==> config.mk <==
export PLATFORM = sky130hd
export DESIGN_NAME = idex_hazard_ctrl
export DESIGN_NICKNAME = d
export VERILOG_FILES = /design/src/rtl/idex_hazard_ctrl_pkg.sv /design/src/rtl/idex_fwd_mux_sel.sv /design/src/rtl/idex_hazard_ctrl.sv
export SDC_FILE = /design/constraint.sdc
export NUM_CORES = 1
export LEC_CHECK = 0
export CAP_MARGIN = 20
export CORE_MARGIN = 2
export CORE_UTILIZATION = 40
export DETAILED_ROUTE_END_ITERATION = 16
export PLACE_DENSITY = 0.69
export RECOVER_POWER = 50
export SYNTH_ARGS = -nofsm -noshare
export SYNTH_HDL_FRONTEND = slang
export SYNTH_SLANG_ARGS = --single-unit
==> constraint.sdc <==
create_clock -name clk -period 3.2 [get_ports clk]
set_clock_uncertainty 0.05 [all_clocks]
set_input_delay 0.64 -clock clk [delete_from_list [all_inputs] [get_ports clk]]
set_output_delay 0.64 -clock clk [all_outputs]
set_load 0.1 [all_outputs]
==> src/rtl/idex_hazard_ctrl_pkg.sv <==
// Shared pipeline definitions for the ID/EX hazard and forwarding controller:
// operand-source codes, FSM state encoding and the register-match helper.
package idex_hazard_ctrl_pkg;

    localparam logic [1:0] FWD_RF  = 2'b00;
    localparam logic [1:0] FWD_WB  = 2'b01;
    localparam logic [1:0] FWD_MEM = 2'b10;

    localparam logic [4:0] REG_ZERO = 5'd0;

    typedef enum logic [1:0] {
        RUN   = 2'd0,
        STALL = 2'd1,
        FLUSH = 2'd2
    } hz_state_e;

    // A producer matches only if it writes, targets a real register, and hits src.
    function automatic logic reg_match(input logic we, input logic [4:0] dest,
                                       input logic [4:0] src);
        return we && (dest != REG_ZERO) && (dest == src);
    endfunction

endpackage

==> src/rtl/idex_fwd_mux_sel.sv <==
// Operand bypass source select for one ALU operand: MEM producer beats WB producer.
module idex_fwd_mux_sel
    import idex_hazard_ctrl_pkg::*;
(
    input  logic [4:0] src,
    input  logic       src_used,
    input  logic       mem_reg_write,
    input  logic [4:0] mem_dest,
    input  logic       wb_reg_write,
    input  logic [4:0] wb_dest,
    output logic [1:0] sel
);

    always_comb begin
        sel = FWD_RF;
        if (src_used && reg_match(mem_reg_write, mem_dest, src)) begin
            sel = FWD_MEM;
        end else if (src_used && reg_match(wb_reg_write, wb_dest, src)) begin
            sel = FWD_WB;
        end
    end

endmodule

==> src/rtl/idex_hazard_ctrl.sv <==
// MIPS ID/EX hazard and forwarding controller: stall/flush FSM plus stat counters.
// Define IDEX_HAZARD_FWD_EN to build with operand bypassing (load-use stall only).
module idex_hazard_ctrl
    import idex_hazard_ctrl_pkg::*;
#(
    parameter int STAT_W = 16
) (
    input  logic              clk,
    input  logic              rst_n,
    input  logic [4:0]        id_rs,
    input  logic [4:0]        id_rt,
    input  logic              id_uses_rt,
    input  logic [1:0]        ex_mem_read,
    input  logic              ex_reg_write,
    input  logic [4:0]        ex_dest,
    input  logic              mem_reg_write,
    input  logic [4:0]        mem_dest,
    input  logic              wb_reg_write,
    input  logic [4:0]        wb_dest,
    input  logic              ex_branch_taken,
    input  logic              ex_jump,
    output logic              pc_write,
    output logic              ifid_write,
    output logic              ifid_flush,
    output logic              idex_bubble,
    output logic [1:0]        fwd_a,
    output logic [1:0]        fwd_b,
    output logic [STAT_W-1:0] stall_cnt,
    output logic [STAT_W-1:0] flush_cnt
);

    hz_state_e  state_reg, state_next;
    logic [1:0] rem_reg, rem_next;
    logic       run_en_reg;
    logic       redirect, hazard, stalling, count_stall, count_flush;
    logic [1:0] hz_rem;

    logic [4:0] src      [2];
    logic       src_used [2];
    logic       ex_hit_v [2];
    logic [1:0] sel_v    [2];

    assign src[0]      = id_rs;
    assign src[1]      = id_rt;
    assign src_used[0] = 1'b1;
    assign src_used[1] = id_uses_rt;

`ifndef IDEX_HAZARD_FWD_EN
    logic mem_hit_v [2];
    logic unused_fwd_inputs;
    assign unused_fwd_inputs = ^{ex_mem_read, wb_reg_write, wb_dest};
`endif

    genvar gi;
    generate
        for (gi = 0; gi < 2; gi++) begin : g_op
            assign ex_hit_v[gi] = src_used[gi] && reg_match(ex_reg_write, ex_dest, src[gi]);
`ifdef IDEX_HAZARD_FWD_EN
            idex_fwd_mux_sel u_sel (
                .src           (src[gi]),
                .src_used      (src_used[gi]),
                .mem_reg_write (mem_reg_write),
                .mem_dest      (mem_dest),
                .wb_reg_write  (wb_reg_write),
                .wb_dest       (wb_dest),
                .sel           (sel_v[gi])
            );
`else
            assign mem_hit_v[gi] = src_used[gi] && reg_match(mem_reg_write, mem_dest, src[gi]);
            assign sel_v[gi]     = FWD_RF;
`endif
        end
    endgenerate

    assign redirect = ex_branch_taken | ex_jump;

    // hz_rem is the number of extra cycles spent in STALL after the detecting cycle.
`ifdef IDEX_HAZARD_FWD_EN
    assign hazard = (ex_hit_v[0] | ex_hit_v[1]) && (ex_mem_read != 2'b00);
    assign hz_rem = 2'd0;
`else
    assign hazard = ex_hit_v[0] | ex_hit_v[1] | mem_hit_v[0] | mem_hit_v[1];
    assign hz_rem = (ex_hit_v[0] | ex_hit_v[1]) ? 2'd1 : 2'd0;
`endif

    always_comb begin
        state_next  = RUN;
        rem_next    = 2'd0;
        stalling    = 1'b0;
        count_stall = 1'b0;
        count_flush = 1'b0;
        if (redirect) begin
            state_next  = FLUSH;
            count_flush = 1'b1;
        end else if (state_reg == STALL) begin
            stalling    = 1'b1;
            count_stall = 1'b1;
            rem_next    = (rem_reg != 2'd0) ? rem_reg - 2'd1 : 2'd0;
            state_next  = (rem_reg > 2'd1) ? STALL : RUN;
        end else if (hazard) begin
            stalling    = 1'b1;
            count_stall = 1'b1;
            rem_next    = hz_rem;
            state_next  = (hz_rem != 2'd0) ? STALL : RUN;
        end
    end

    // run_en_reg holds outputs at reset values until the first edge after release.
    always_comb begin
        pc_write    = 1'b1;
        ifid_write  = 1'b1;
        ifid_flush  = 1'b0;
        idex_bubble = 1'b0;
        fwd_a       = sel_v[0];
        fwd_b       = sel_v[1];
        if (!run_en_reg) begin
            pc_write    = 1'b0;
            ifid_write  = 1'b0;
            ifid_flush  = 1'b1;
            idex_bubble = 1'b1;
            fwd_a       = FWD_RF;
            fwd_b       = FWD_RF;
        end else if (redirect) begin
            ifid_flush  = 1'b1;
            idex_bubble = 1'b1;
        end else if (stalling) begin
            pc_write    = 1'b0;
            ifid_write  = 1'b0;
            idex_bubble = 1'b1;
        end
    end

    always_ff @(posedge clk or negedge rst_n) begin
        if (!rst_n) begin
            state_reg  <= RUN;
            rem_reg    <= 2'd0;
            run_en_reg <= 1'b0;
            stall_cnt  <= '0;
            flush_cnt  <= '0;
        end else begin
            run_en_reg <= 1'b1;
            if (run_en_reg) begin
                state_reg <= state_next;
                rem_reg   <= rem_next;
                if (count_stall && (stall_cnt != {STAT_W{1'b1}})) begin
                    stall_cnt <= stall_cnt + 1'b1;
                end
                if (count_flush && (flush_cnt != {STAT_W{1'b1}})) begin
                    flush_cnt <= flush_cnt + 1'b1;
                end
            end
        end
    end

endmodule
Yosys cells after proc, flatten, opt, wreduce, memory -nomap -nowiden
Index checks and enable logic that the tools add are counted.
{ "totals": {"reg_bits": 37, "input_bits": 35, "wordCells": 57} }
{ "op_classes": {"add_sub_neg": 3, "n_lt_le_gt_ge": 1, "n_eq_ne": 7, "muxes": 21, "n_bitwise": 4, "n_reduce_logical": 16} }
{ "op_table": {"columns": ["cell", "n"], "rows": [
  ["16-bit by 1-bit adder with 16-bit output, second input constant", 2],
  ["16-bit inequality test, second input constant", 2],
  ["5-bit equality test", 4],
  ["1-bit 2-to-1 mux", 17],
  ["1-bit logical AND", 10],
  ["5-bit nonzero test", 2],
  ["2-bit 2-to-1 mux", 4],
  ["1-bit OR", 4],
  ["2-bit AND reduction", 2],
  ["2-bit nonzero test", 2],
  ["2-bit by 1-bit equality test with 1-bit output, second input constant", 1],
  ["2-bit by 1-bit > comparator with 1-bit output, second input constant", 1],
  ["2-bit by 1-bit subtractor with 2-bit output, second input constant", 1]
]} }

Logic depth before layout (Yosys ltp)
Gate-level depths: netlist of run 1.
{ "logic_depth": {"ltp_word": 13, "mapped_depth": 7} }

Least setup slack after synthesis of run 1
Ideal clock, no wire load.
{ "synth_timing": {"path_kind": "input-to-output", "startpoint": "in mem_dest[1]", "endpoint": "out pc_write", "arrival_time_ns": 4.531, "t_required_ns": 2.510, "slack_ns": -2.021, "cell_stages": 6, "cell_sequence": "or4_1 > o21ai_0 > o221ai_2 > buf_2 > a21boi_0 > buf_4"} }
{ "synth_between": {"elab_chain_cells": 11, "word_cells_on_any_way": 15, "cone_classes": "eq/ne (2); mux (6); bitwise (2); reduce/logical (5)"} }
{ "synth_lines": {"columns": ["item", "line", "text"], "rows": [
  ["from (decl)", "idex_hazard_ctrl.sv:17", "input logic [4:0] mem_dest,"],
  ["5-bit nonzero test", "idex_hazard_ctrl_pkg.sv:20", "return we && (dest != REG_ZERO) && (dest == src);"],
  ["1-bit logical AND (2 in a row)", "idex_hazard_ctrl_pkg.sv:20", null],
  ["1-bit OR or 1-bit logical AND (tied branches)", "idex_hazard_ctrl.sv:82, idex_hazard_ctrl.sv:69", null],
  ["1-bit OR *", "idex_hazard_ctrl.sv:82", "assign hazard = ex_hit_v[0] | ex_hit_v[1] | mem_hit_v[0] | mem_hit_v[1];"],
  ["1-bit 2-to-1 mux *", "idex_hazard_ctrl.sv:100", "end else if (hazard) begin"],
  ["1-bit 2-to-1 mux *", "idex_hazard_ctrl.sv:95", "end else if (state_reg == STALL) begin"],
  ["1-bit 2-to-1 mux *", "idex_hazard_ctrl.sv:92", "if (redirect) begin"],
  ["1-bit 2-to-1 mux * (3 in a row)", null, null],
  ["to (decl)", "idex_hazard_ctrl.sv:22", "output logic pc_write,"]
]} }
Mark *: on every way between the ends. The rest lies on a longest branch, timed or not.

Final worst setup path of run 1
{ "layout_timing": {"startpoint": "in ex_dest[2]", "endpoint": "out idex_bubble"} }
{ "layout_between": {"elab_chain_cells": 13, "word_cells_on_any_way": 16, "cone_classes": "eq/ne (2); mux (6); bitwise (3); reduce/logical (5)"} }
{ "layout_lines": {"columns": ["item", "line", "text"], "rows": [
  ["from (decl)", "idex_hazard_ctrl.sv:15", "input logic [4:0] ex_dest,"],
  ["5-bit nonzero test", "idex_hazard_ctrl_pkg.sv:20", null],
  ["1-bit logical AND (2 in a row)", "idex_hazard_ctrl_pkg.sv:20", null],
  ["1-bit logical AND", "idex_hazard_ctrl.sv:57", "assign ex_hit_v[gi] = src_used[gi] && reg_match(ex_reg_write, ex_dest, src[gi]);"],
  ["1-bit OR * (3 in a row)", "idex_hazard_ctrl.sv:82", null],
  ["1-bit 2-to-1 mux *", "idex_hazard_ctrl.sv:100", null],
  ["1-bit 2-to-1 mux *", "idex_hazard_ctrl.sv:95", null],
  ["1-bit 2-to-1 mux *", "idex_hazard_ctrl.sv:92", null],
  ["1-bit 2-to-1 mux *", "idex_hazard_ctrl.sv:126", "end else if (stalling) begin"],
  ["1-bit 2-to-1 mux *", "idex_hazard_ctrl.sv:123", "end else if (redirect) begin"],
  ["1-bit 2-to-1 mux *", "idex_hazard_ctrl.sv:116", "if (!run_en_reg) begin"],
  ["to (decl)", "idex_hazard_ctrl.sv:25", "output logic idex_bubble,"]
]} }
Marks and branches as above.

==> flow_metrics.py, run 1 <==
metrics = {
    "hold_path": {
        "hp-class": "flip-flop to flip-flop",
        "min_delay_path_depth": 1,
        "worstHoldStart": "stall_cnt[13]$_DFFE_PN0P_",
        "min_to": "stall_cnt[13]$_DFFE_PN0P_",
    },
    "power_and_ir_drop": {
        "irDropWorstVdd_mv": 0.680,
        "cellLeakagePower_uw": 0.00127,
        "total_power_uw": 1530,
        "power_density_nw_per_um2": 558,
    },
    "yosys": {
        "ys_ff_latch": 37,
        "synth_top_cell_by_area": "dfrtp_1",
        "netlist.area_leader.share": 0.457,
        "seq_area_frac_synth": 0.457,
        "syn_inst": 196,
        "synthTopCellsByArea": "dfrtp_1, xnor2_1, xor2_1",
        "avgSynthCellArea_um2": 10.3,
        "synthesis.area_um2": 2030,
        "ys_types": 37,
        "synth_warnings": 0,
    },
    "critical_path": {
        "r2r_start": "stall_cnt[6]$_DFFE_PN0P_",
        "r2r-end": "stall_cnt[6]$_DFFE_PN0P_",
        "worst-path-max-fanout": 3,
        "cp.required_ps": 2510,
        "cp.arrival_ps": 2450,
        "slowest_delay_ps": 540,
        "setup.worst_path.end_class": "output port",
        "crit_path_start_kind": "input port",
        "cp_cell_sequence": "clkdlybuf4s50_1 -> or4_1 -> o21ai_2 -> o221ai_2 -> or2_1 -> buf_12",
        "crit_slowest_cell": "or4_1",
        "critical_path_class": "input port to output port",
        "r2r_slack_ps": 1000,
        "ff2ff_path_depth": 7,
    },
    "clock_tree": {
        "post-cts-setup-buffer-count": 0,
        "cts.sinks": 37,
        "cts_buffers": 5,
        "hold_buffers": 0,
        "clockBufferDepth": 2,
        "cts_max_level": 2,
        "cts_tree": "built",
        "root_buffer": "clkbuf_8",
        "ctsResizeCount": 0,
        "clock_latency_ps": 290,
        "clk_pin_slew_ps": 70,
    },
    "place": {
        "place_ws_ps": 41.0,
        "io_buffers": 62,
        "dp_hpwl_mm": 3.44,
        "gp_congestion": 0.895,
    },
    "sta": {
        "slew_viol_final": 38,
        "layout_min_cycle_time_ps": 3140,
        "whs_ps": 438,
        "finalCritPeriodShare": 0.981,
        "rsz0062_at_grt": "no",
        "relSlewSlack": -0.280,
        "finalSetupViolCount": 0,
        "finalHoldViolCount": 0,
        "worst_pin_slew_ps": 1920,
        "worst_slack_ps": 61.5,
        "setup_tns_ps": 0,
        "max_freq_mhz": 319,
    },
    "routing": {
        "wirelength_mm": 4.49,
        "avgRoutedWirePerCell_um": 13.5,
        "drtAntennaViolNets": 0,
        "viasPerCell": 4.97,
        "drt_pass1_iterations": 4,
        "drc_errors": 0,
        "vias": 1656,
        "initialDrtViolationCount": 93,
    },
    "finish": {
        "areaGrowthSynthToFinish_pct": 35.8,
        "fin_nets": 303,
        "drive_gt1_frac": 0.162,
        "reg_top3": "flush_cnt: 16 flops, stall_cnt: 16 flops",
        "fin_util": 0.571,
        "n_antenna_cell": 0,
    },
    "floorplan": {
        "die_y_um": 75.2,
        "die-area_um2": 5650,
        "core-area_um2": 4820,
        "die_x_um": 75.2,
        "row_count": 25,
        "ios": 75,
        "initial_utilization": 0.421,
    },
    "global_route": {
        "globalRouteOverflowTotal": 0,
        "grt_max_degree": 38,
        "antenna_found_initial": 0,
        "grt_use_total": 0.171,
        "grt_pass1_vias": 1599,
        "grt_pass1_wl_mm": 7.37,
    },
    "status": {
        "status": "finished, violations left",
        "violations": "max-capacitance violations, max-slew violations",
    },
    "flow_run": {
        "maxCapViolCount": 1,
    },
}
## report_power, final
| group | switching (µW) | leakage, µW | internal, µW | total (µW) |
|---|---|---|---|---|
| Combinational | 480 | 0.000739 | 147 | 627 |
| Sequential | 65.3 | 0.000489 | 516 | 581 |
| Clock | 155 | 0.0000443 | 171 | 326 |
## metrics by stage
step,std cells,instance area [µm²]
2_1_floorplan,199,2070
3_3_place_gp,326,2710
3_5_place_dp,326,2710
4_1_cts,333,2790
5_1_grt,333,2750
6_report,333,2750
## worst max path at each step
stage                           start  depth (start not counted)          end
after CTS                  ex_dest[2]                          6  idex_bubble
after detailed placement   ex_dest[2]                          6  idex_bubble
after global routing       ex_dest[2]                          7  idex_bubble
after global placement     ex_dest[2]                          6  idex_bubble
final                      ex_dest[2]                          6  idex_bubble
after floorplan           mem_dest[1]                          6     pc_write
## cells by family after synthesis
logic type,Yosys count,synth area share
adders and majority gates,2,0.0124
muxes,1,0.00556
and+or+nand+nor,76,0.212
AOI/OAI and AO/OA,15,0.0587
buffers and inverters,13,0.0346
xor gates and xnor gates,50,0.216
DFF,37,0.457
other,2,0.00371
## layer usage
layer | vias up | share of wire | track usage
met4 | 0 | 0.012 | 0.0585
met5 | - | 0 | 0
met1 | 790 | 0.47 | 0.228
met3 | 7 | 0.040 | 0.0375
met2 | 43 | 0.47 | 0.278
li1 | 816 | - | -
## layout make-up
type                       count  area [µm²]
multi-input combinational    149        1060
inverter                       5        18.8
fill                         460        2070
sequential                    37         926
tap                           67        83.8
clock buffer                   7        86.3
timing repair buffer          68         576
## cells in the mapped netlist, drive strengths merged
| cell type | number |
|---|---|
| nor3b | 1 |
| and3 | 12 |
| o21a | 1 |
| a21oi | 1 |
| and4 | 1 |
| conb | 2 |
| a21boi | 2 |
| nor4b | 1 |
| buf | 7 |
| nand4bb | 1 |
| xnor2 | 26 |
| o21ai | 4 |
| xor2 | 24 |
| nor3 | 4 |
| o211a | 1 |
| clkbuf | 1 |
| ha | 2 |
| a41oi | 1 |
| o221ai | 1 |
| and2 | 1 |
| dfrtp | 37 |
| nand4 | 7 |
| nand3 | 20 |
| inv | 5 |
| mux2 | 1 |
| nand2b | 1 |
| or2 | 1 |
| nor4 | 2 |
| or4 | 4 |
| o22ai | 2 |
| nor2b | 1 |
| nor2 | 10 |
| a32oi | 2 |
| nand2 | 9 |
## critical path: cells and delay by family
family | cells | cell delay [ps]
simple gates | 2 | 820
compound gates | 2 | 310
buf+inv | 2 | 670
## cell usage in the layout (no fill, tap or decap), types with 4 or more instances in the layout
master           Yosys  final
nor3_1               4      4
buf_4                5     23
clkbuf_8             0      6
clkbuf_1             1     16
xnor2_1             26     26
nor2_1              10     10
clkdlybuf4s50_1      0     22
xor2_1              24     24
nand2_1              9      9
nand4_1              5      5
dfrtp_1             37     37
inv_1                5      5
and3_1              12     12
buf_12               0      4
or4_1                4      4
nand3_1             20     20
conb_1               2      5
Note: power is estimated with default switching activity, not from simulation.
==> inputs of run 2 (changes only) <==
--- a/config.mk
+++ b/config.mk
@@ -9,6 +9,7 @@
 export CORE_MARGIN = 2
 export CORE_UTILIZATION = 40
 export DETAILED_ROUTE_END_ITERATION = 16
+export MAX_ROUTING_LAYER = met4
 export PLACE_DENSITY = 0.69
 export RECOVER_POWER = 50
 export SYNTH_ARGS = -nofsm -noshare
==> flow_metrics.py, run 2 (synthesis gave the netlist of run 1 again) <==
metrics = {
    "clock_tree": {
        "post-cts-setup-buffer-count": 0,
        "cts_buffers": 5,
        "clockBufferDepth": 2,
        "root_buffer": "clkbuf_8",
        "cts_tree": "built",
        "clock_latency_ps": 290,
        "cts.sinks": 37,
        "cts_max_level": 2,
        "clk_pin_slew_ps": 70,
    },
    "routing": {
        "wirelength_mm": 4.48,
        "drtAntennaViolNets": 0,
        "vias": 1656,
        "viasPerCell": 4.97,
        "initialDrtViolationCount": 93,
        "avgRoutedWirePerCell_um": 13.5,
        "drc_errors": 0,
        "drt_pass1_iterations": 4,
    },
    "global_route": {
        "grt_pass1_vias": 1594,
        "antenna_found_initial": 0,
        "grt_pass1_wl_mm": 7.38,
        "globalRouteOverflowTotal": 0,
        "grt_use_total": 0.177,
        "grt_max_degree": 38,
    },
    "power_and_ir_drop": {
        "netSwitchingPower_uw": 700,
        "power_frac_seq": 0.379,
        "power_density_nw_per_um2": 558,
        "clkPwrFrac": 0.212,
        "p_sw_frac": 0.456,
        "irDropWorstVdd_mv": 0.680,
        "combPwrFrac": 0.409,
        "cellLeakagePower_uw": 0.00127,
        "internal-power_uw": 834,
    },
    "sta": {
        "finalCritPeriodShare": 0.981,
        "worst_pin_slew_ps": 1920,
        "finalSetupViolCount": 0,
        "layout_min_cycle_time_ps": 3140,
        "max_freq_mhz": 319,
        "slew_viol_final": 38,
        "whs_ps": 438,
        "relSlewSlack": -0.280,
        "finalHoldViolCount": 0,
        "rsz0062_at_grt": "no",
    },
    "finish": {
        "layout_commonest_cell": "dfrtp_1",
        "n_fill_cell": 460,
        "regArea_um2": 926,
        "fin_nets": 303,
        "reg_top3": "flush_cnt: 16 flops, stall_cnt: 16 flops",
        "multi_input_area_um2": 1060,
        "n_antenna_cell": 0,
        "fin_util": 0.571,
        "areaGrowthSynthToFinish_pct": 35.8,
        "mostFrequentLayoutCells": "dfrtp_1, xnor2_1, xor2_1",
        "drive_gt1_frac": 0.162,
    },
    "critical_path": {
        "worst-path-max-fanout": 3,
        "crit_path_start_kind": "input port",
        "setup.worst_path.end_class": "output port",
        "critical_path_class": "input port to output port",
        "cp.arrival_ps": 2450,
        "cp.required_ps": 2510,
    },
    "floorplan": {
        "row_count": 25,
        "die-area_um2": 5650,
        "die_x_um": 75.2,
        "initial_utilization": 0.421,
        "die_y_um": 75.2,
        "ios": 75,
        "core-area_um2": 4820,
    },
    "status": {
        "violations": "max-capacitance violations, max-slew violations",
        "status": "finished, violations left",
    },
    "place": {
        "io_buffers": 62,
        "gp_congestion": 0.910,
        "dp_hpwl_mm": 3.44,
    },
    "flow_run": {
        "maxCapViolCount": 1,
    },
    "hold_path": {
        "hp-class": "flip-flop to flip-flop",
    },
}
-- run 2: cell counts in the layout (fill, tap and decap cells not counted) --
Identical to the previous run, type by type.
-- run 2: path summary, 6_finish.rpt --
kind / start / end / slack (ps) / cells past startpoint
setup / recovery: ex_dest[2] / idex_bubble / 60 / 6
hold / removal: stall_cnt[13]$_DFFE_PN0P_ / stall_cnt[13]$_DFFE_PN0P_ / 440 / 1
setup reg to reg: stall_cnt[6]$_DFFE_PN0P_ / stall_cnt[6]$_DFFE_PN0P_ / 1000 / 7
hold reg to reg: stall_cnt[13]$_DFFE_PN0P_ / stall_cnt[13]$_DFFE_PN0P_ / 440 / 1
max in group asynchronous: rst_n / state_reg[0]$_DFFE_PN0P_ / 1160 / 1
min in group asynchronous: rst_n / stall_cnt[12]$_DFFE_PN0P_ / 830 / 1
-- run 2: stage by stage --
stage	instance area (µm²)	worst slack, ps	total power (µW)	TNS (ps)	std cells
floorplan	2070	-33.0	1060	-33.0	199
global placement	2710	25.2	1230	0	326
detailed placement	2710	41.0	1230	0	326
CTS	2790	38.7	1560	0	333
global route	2750	4.57	1610	0	333
finish	2750	61.5	1530	0	333
-- run 2: power by group through the flow --
stage	clock network, µW	logic (µW)	registers [µW]
2_1_floorplan	0	147	911
3_3_place_gp	0	637	591
3_5_place_dp	0	641	591
4_1_cts	336	642	583
5_1_grt	362	653	592
6_report	326	627	581
-- run 2: critical path: stages --
cell,delay (ps)
clkdlybuf4s50_1,490
or4_1,540
o21ai_2,160
o221ai_2,150
or2_1,280
buf_12,180
-- run 2: repair_timing --
action                     4_1_cts  5_1_grt
resized for setup                0        4
setup endpoints to repair        0        3
hold buffers                     0        0
-- run 2: layout make-up --
cell class	count	share of cell area
Inverter	5	0.00682
Multi-Input combinational cell	149	0.385
Sequential cell	37	0.337
Clock buffer	7	0.0314
Tap cell	67	0.0305
Timing Repair Buffer	68	0.209
-- run 2: layer usage --
layer	track usage	vias to the layer above	routed length, µm
met4	0.0585	0	54
li1	-	816	-
met3	0.0375	7	178
met1	0.228	790	2120
met5	-	-	0
met2	0.278	43	2130
==> inputs of run 3 (changes only) <==
--- a/config.mk
+++ b/config.mk
@@ -8,6 +8,7 @@
 export CAP_MARGIN = 20
 export CORE_MARGIN = 2
 export CORE_UTILIZATION = 40
+export CTS_BUF_LIST = sky130_fd_sc_hd__clkbuf_16
 export DETAILED_ROUTE_END_ITERATION = 16
 export MAX_ROUTING_LAYER = met4
 export PLACE_DENSITY = 0.69
==> flow_metrics.py, run 3 (synthesis gave the netlist of run 1 again) <==
metrics = {
    "critical_path": {
        "cp.required_ps": 2510,
        "critPathBufInv": 2,
        "crit_slowest_cell": "or4_1",
        "crit_path_start_kind": "input port",
        "r2r_slack_ps": 1000,
        "cp_cell_sequence": "clkdlybuf4s50_1 -> or4_1 -> o21ai_2 -> o221ai_2 -> or2_1 -> buf_12",
        "worst-path-max-fanout": 3,
        "setup.worst_path.end_class": "output port",
        "path_delay_family": "simple AND/OR/NAND/NOR gates",
        "slowest_delay_ps": 540,
        "cp.arrival_ps": 2450,
        "critical_path_class": "input port to output port",
    },
    "sta": {
        "worst_pin_slew_ps": 1910,
        "relSlewSlack": -0.274,
        "rsz0062_at_grt": "no",
        "finalCritPeriodShare": 0.981,
        "finalHoldViolCount": 0,
        "max_freq_mhz": 318,
        "worst_slack_ps": 59.8,
        "layout_min_cycle_time_ps": 3140,
        "slew_viol_final": 38,
        "finalSetupViolCount": 0,
    },
    "place": {
        "gp_congestion": 0.910,
        "dpl_cell_area_um2": 2710,
        "io_buffers": 62,
        "place_ws_ps": 41.0,
        "dp_hpwl_mm": 3.44,
        "dp.cells": 326,
    },
    "clock_tree": {
        "clk_pin_slew_ps": 50,
        "clock_latency_ps": 280,
        "cts_buffers": 5,
        "cts_tree": "built",
        "cts.sinks": 37,
        "post-cts-setup-buffer-count": 0,
        "root_buffer": "clkbuf_16",
        "cts_max_level": 2,
        "clockBufferDepth": 2,
    },
    "routing": {
        "avgRoutedWirePerCell_um": 13.6,
        "vias": 1657,
        "drc_errors": 0,
        "initialDrtViolationCount": 83,
        "viasPerCell": 4.98,
        "drtAntennaViolNets": 0,
        "drt_pass1_iterations": 4,
        "wirelength_mm": 4.54,
    },
    "finish": {
        "reg_top3": "flush_cnt: 16 flops, stall_cnt: 16 flops",
        "mostFrequentLayoutCells": "dfrtp_1, xnor2_1, xor2_1",
        "multi_input_area_um2": 1060,
        "n_antenna_cell": 0,
        "layout.cells.non_filler": 333,
        "areaGrowthSynthToFinish_pct": 38.0,
        "regArea_um2": 926,
        "fin_nets": 303,
        "final_area_um2": 2800,
        "drive_gt1_frac": 0.158,
        "fin_util": 0.581,
        "n_fill_cell": 458,
        "layout_commonest_cell": "dfrtp_1",
    },
    "hold_path": {
        "hp-class": "flip-flop to flip-flop",
    },
    "floorplan": {
        "core-area_um2": 4820,
        "row_count": 25,
        "die_y_um": 75.2,
        "die-area_um2": 5650,
        "die_x_um": 75.2,
        "ios": 75,
        "initial_utilization": 0.421,
    },
    "power_and_ir_drop": {
        "internal-power_uw": 942,
        "combPwrFrac": 0.378,
        "irDropWorstVdd_mv": 0.815,
        "power_density_nw_per_um2": 594,
        "netSwitchingPower_uw": 719,
        "cellLeakagePower_uw": 0.00130,
        "p_sw_frac": 0.433,
        "clkPwrFrac": 0.270,
        "power_frac_seq": 0.352,
    },
    "status": {
        "status": "finished, violations left",
        "violations": "max-capacitance violations, max-slew violations",
    },
    "global_route": {
        "grt_pass1_vias": 1609,
        "grt_use_total": 0.179,
        "globalRouteOverflowTotal": 0,
        "antenna_found_initial": 0,
        "grt_max_degree": 38,
        "grt_pass1_wl_mm": 7.45,
    },
    "flow_run": {
        "maxCapViolCount": 1,
    },
}
==> run 3: changes by cell type in the layout (fill, tap and decap cells not counted) <==
cell	change
clkinv_1	+1
clkbuf_8	-6
clkbuf_16	+5
inv_1	+1
clkbuf_1	-1
==> run 3: worst reg2reg max path, delay by kind of cell (launching register included) <==
kind                   cells  cell delay, ps
AO/OA/AOI/OAI              1             380
XOR/XNOR                   1             160
buffers and inverters      1             240
flip-flops                 1             450
AND/OR/NAND/NOR            4             810
==> run 3: final cells by class <==
class                           count  share of cell area
Multi-Input combinational cell    149               0.379
Sequential cell                    37               0.331
Timing Repair Buffer               68               0.206
Clock buffer                        5              0.0447
Tap cell                           67              0.0300
Inverter                            5             0.00671
Clock inverter                      2             0.00268
==> run 3: through the flow <==
stage               total power, µW  hold slack, ps  TNS [ps]
floorplan                      1060             294     -33.0
global placement               1230             422         0
detailed placement             1230             432         0
CTS                            1690             439         0
global route                   1740             462         0
finish                         1660             435         0
==> run 3: timing repair <==
item                       in CTS  in global routing
hold buffers                    0                  0
hold endpoints to repair        0                  0
resized for setup               0                  4
setup endpoints to repair       0                  3
==> run 3: power by group through the flow <==
| stage | registers (µW) | logic (µW) | clock network [µW] |
|---|---|---|---|
| 5_1_grt | 593 | 654 | 491 |
| 6_report | 584 | 628 | 449 |
| 3_3_place_gp | 591 | 637 | 0 |
| 2_1_floorplan | 911 | 147 | 0 |
| 3_5_place_dp | 591 | 641 | 0 |
| 4_1_cts | 584 | 642 | 461 |
==> run 3: routing by layer <==
layer  routed length [µm]  global-route usage  vias up
met4                   42              0.0585        0
met1                 2160               0.229      798
met2                 2170               0.285       40
met3                  162              0.0375        5
met5                    0                   -        -
li1                     -                   -      814
==> run 3: path summary, 6_finish.rpt <==
kind,endpoint,cells past startpoint,startpoint
worst max-delay path,idex_bubble,6,ex_dest[2]
worst min-delay path,stall_cnt[13]$_DFFE_PN0P_,1,stall_cnt[13]$_DFFE_PN0P_
worst max register to register,stall_cnt[6]$_DFFE_PN0P_,7,stall_cnt[6]$_DFFE_PN0P_
worst min register to register,stall_cnt[13]$_DFFE_PN0P_,1,stall_cnt[13]$_DFFE_PN0P_
max in group asynchronous,rem_reg[0]$_DFFE_PN0P_,1,rst_n
min in group asynchronous,stall_cnt[12]$_DFFE_PN0P_,1,rst_n
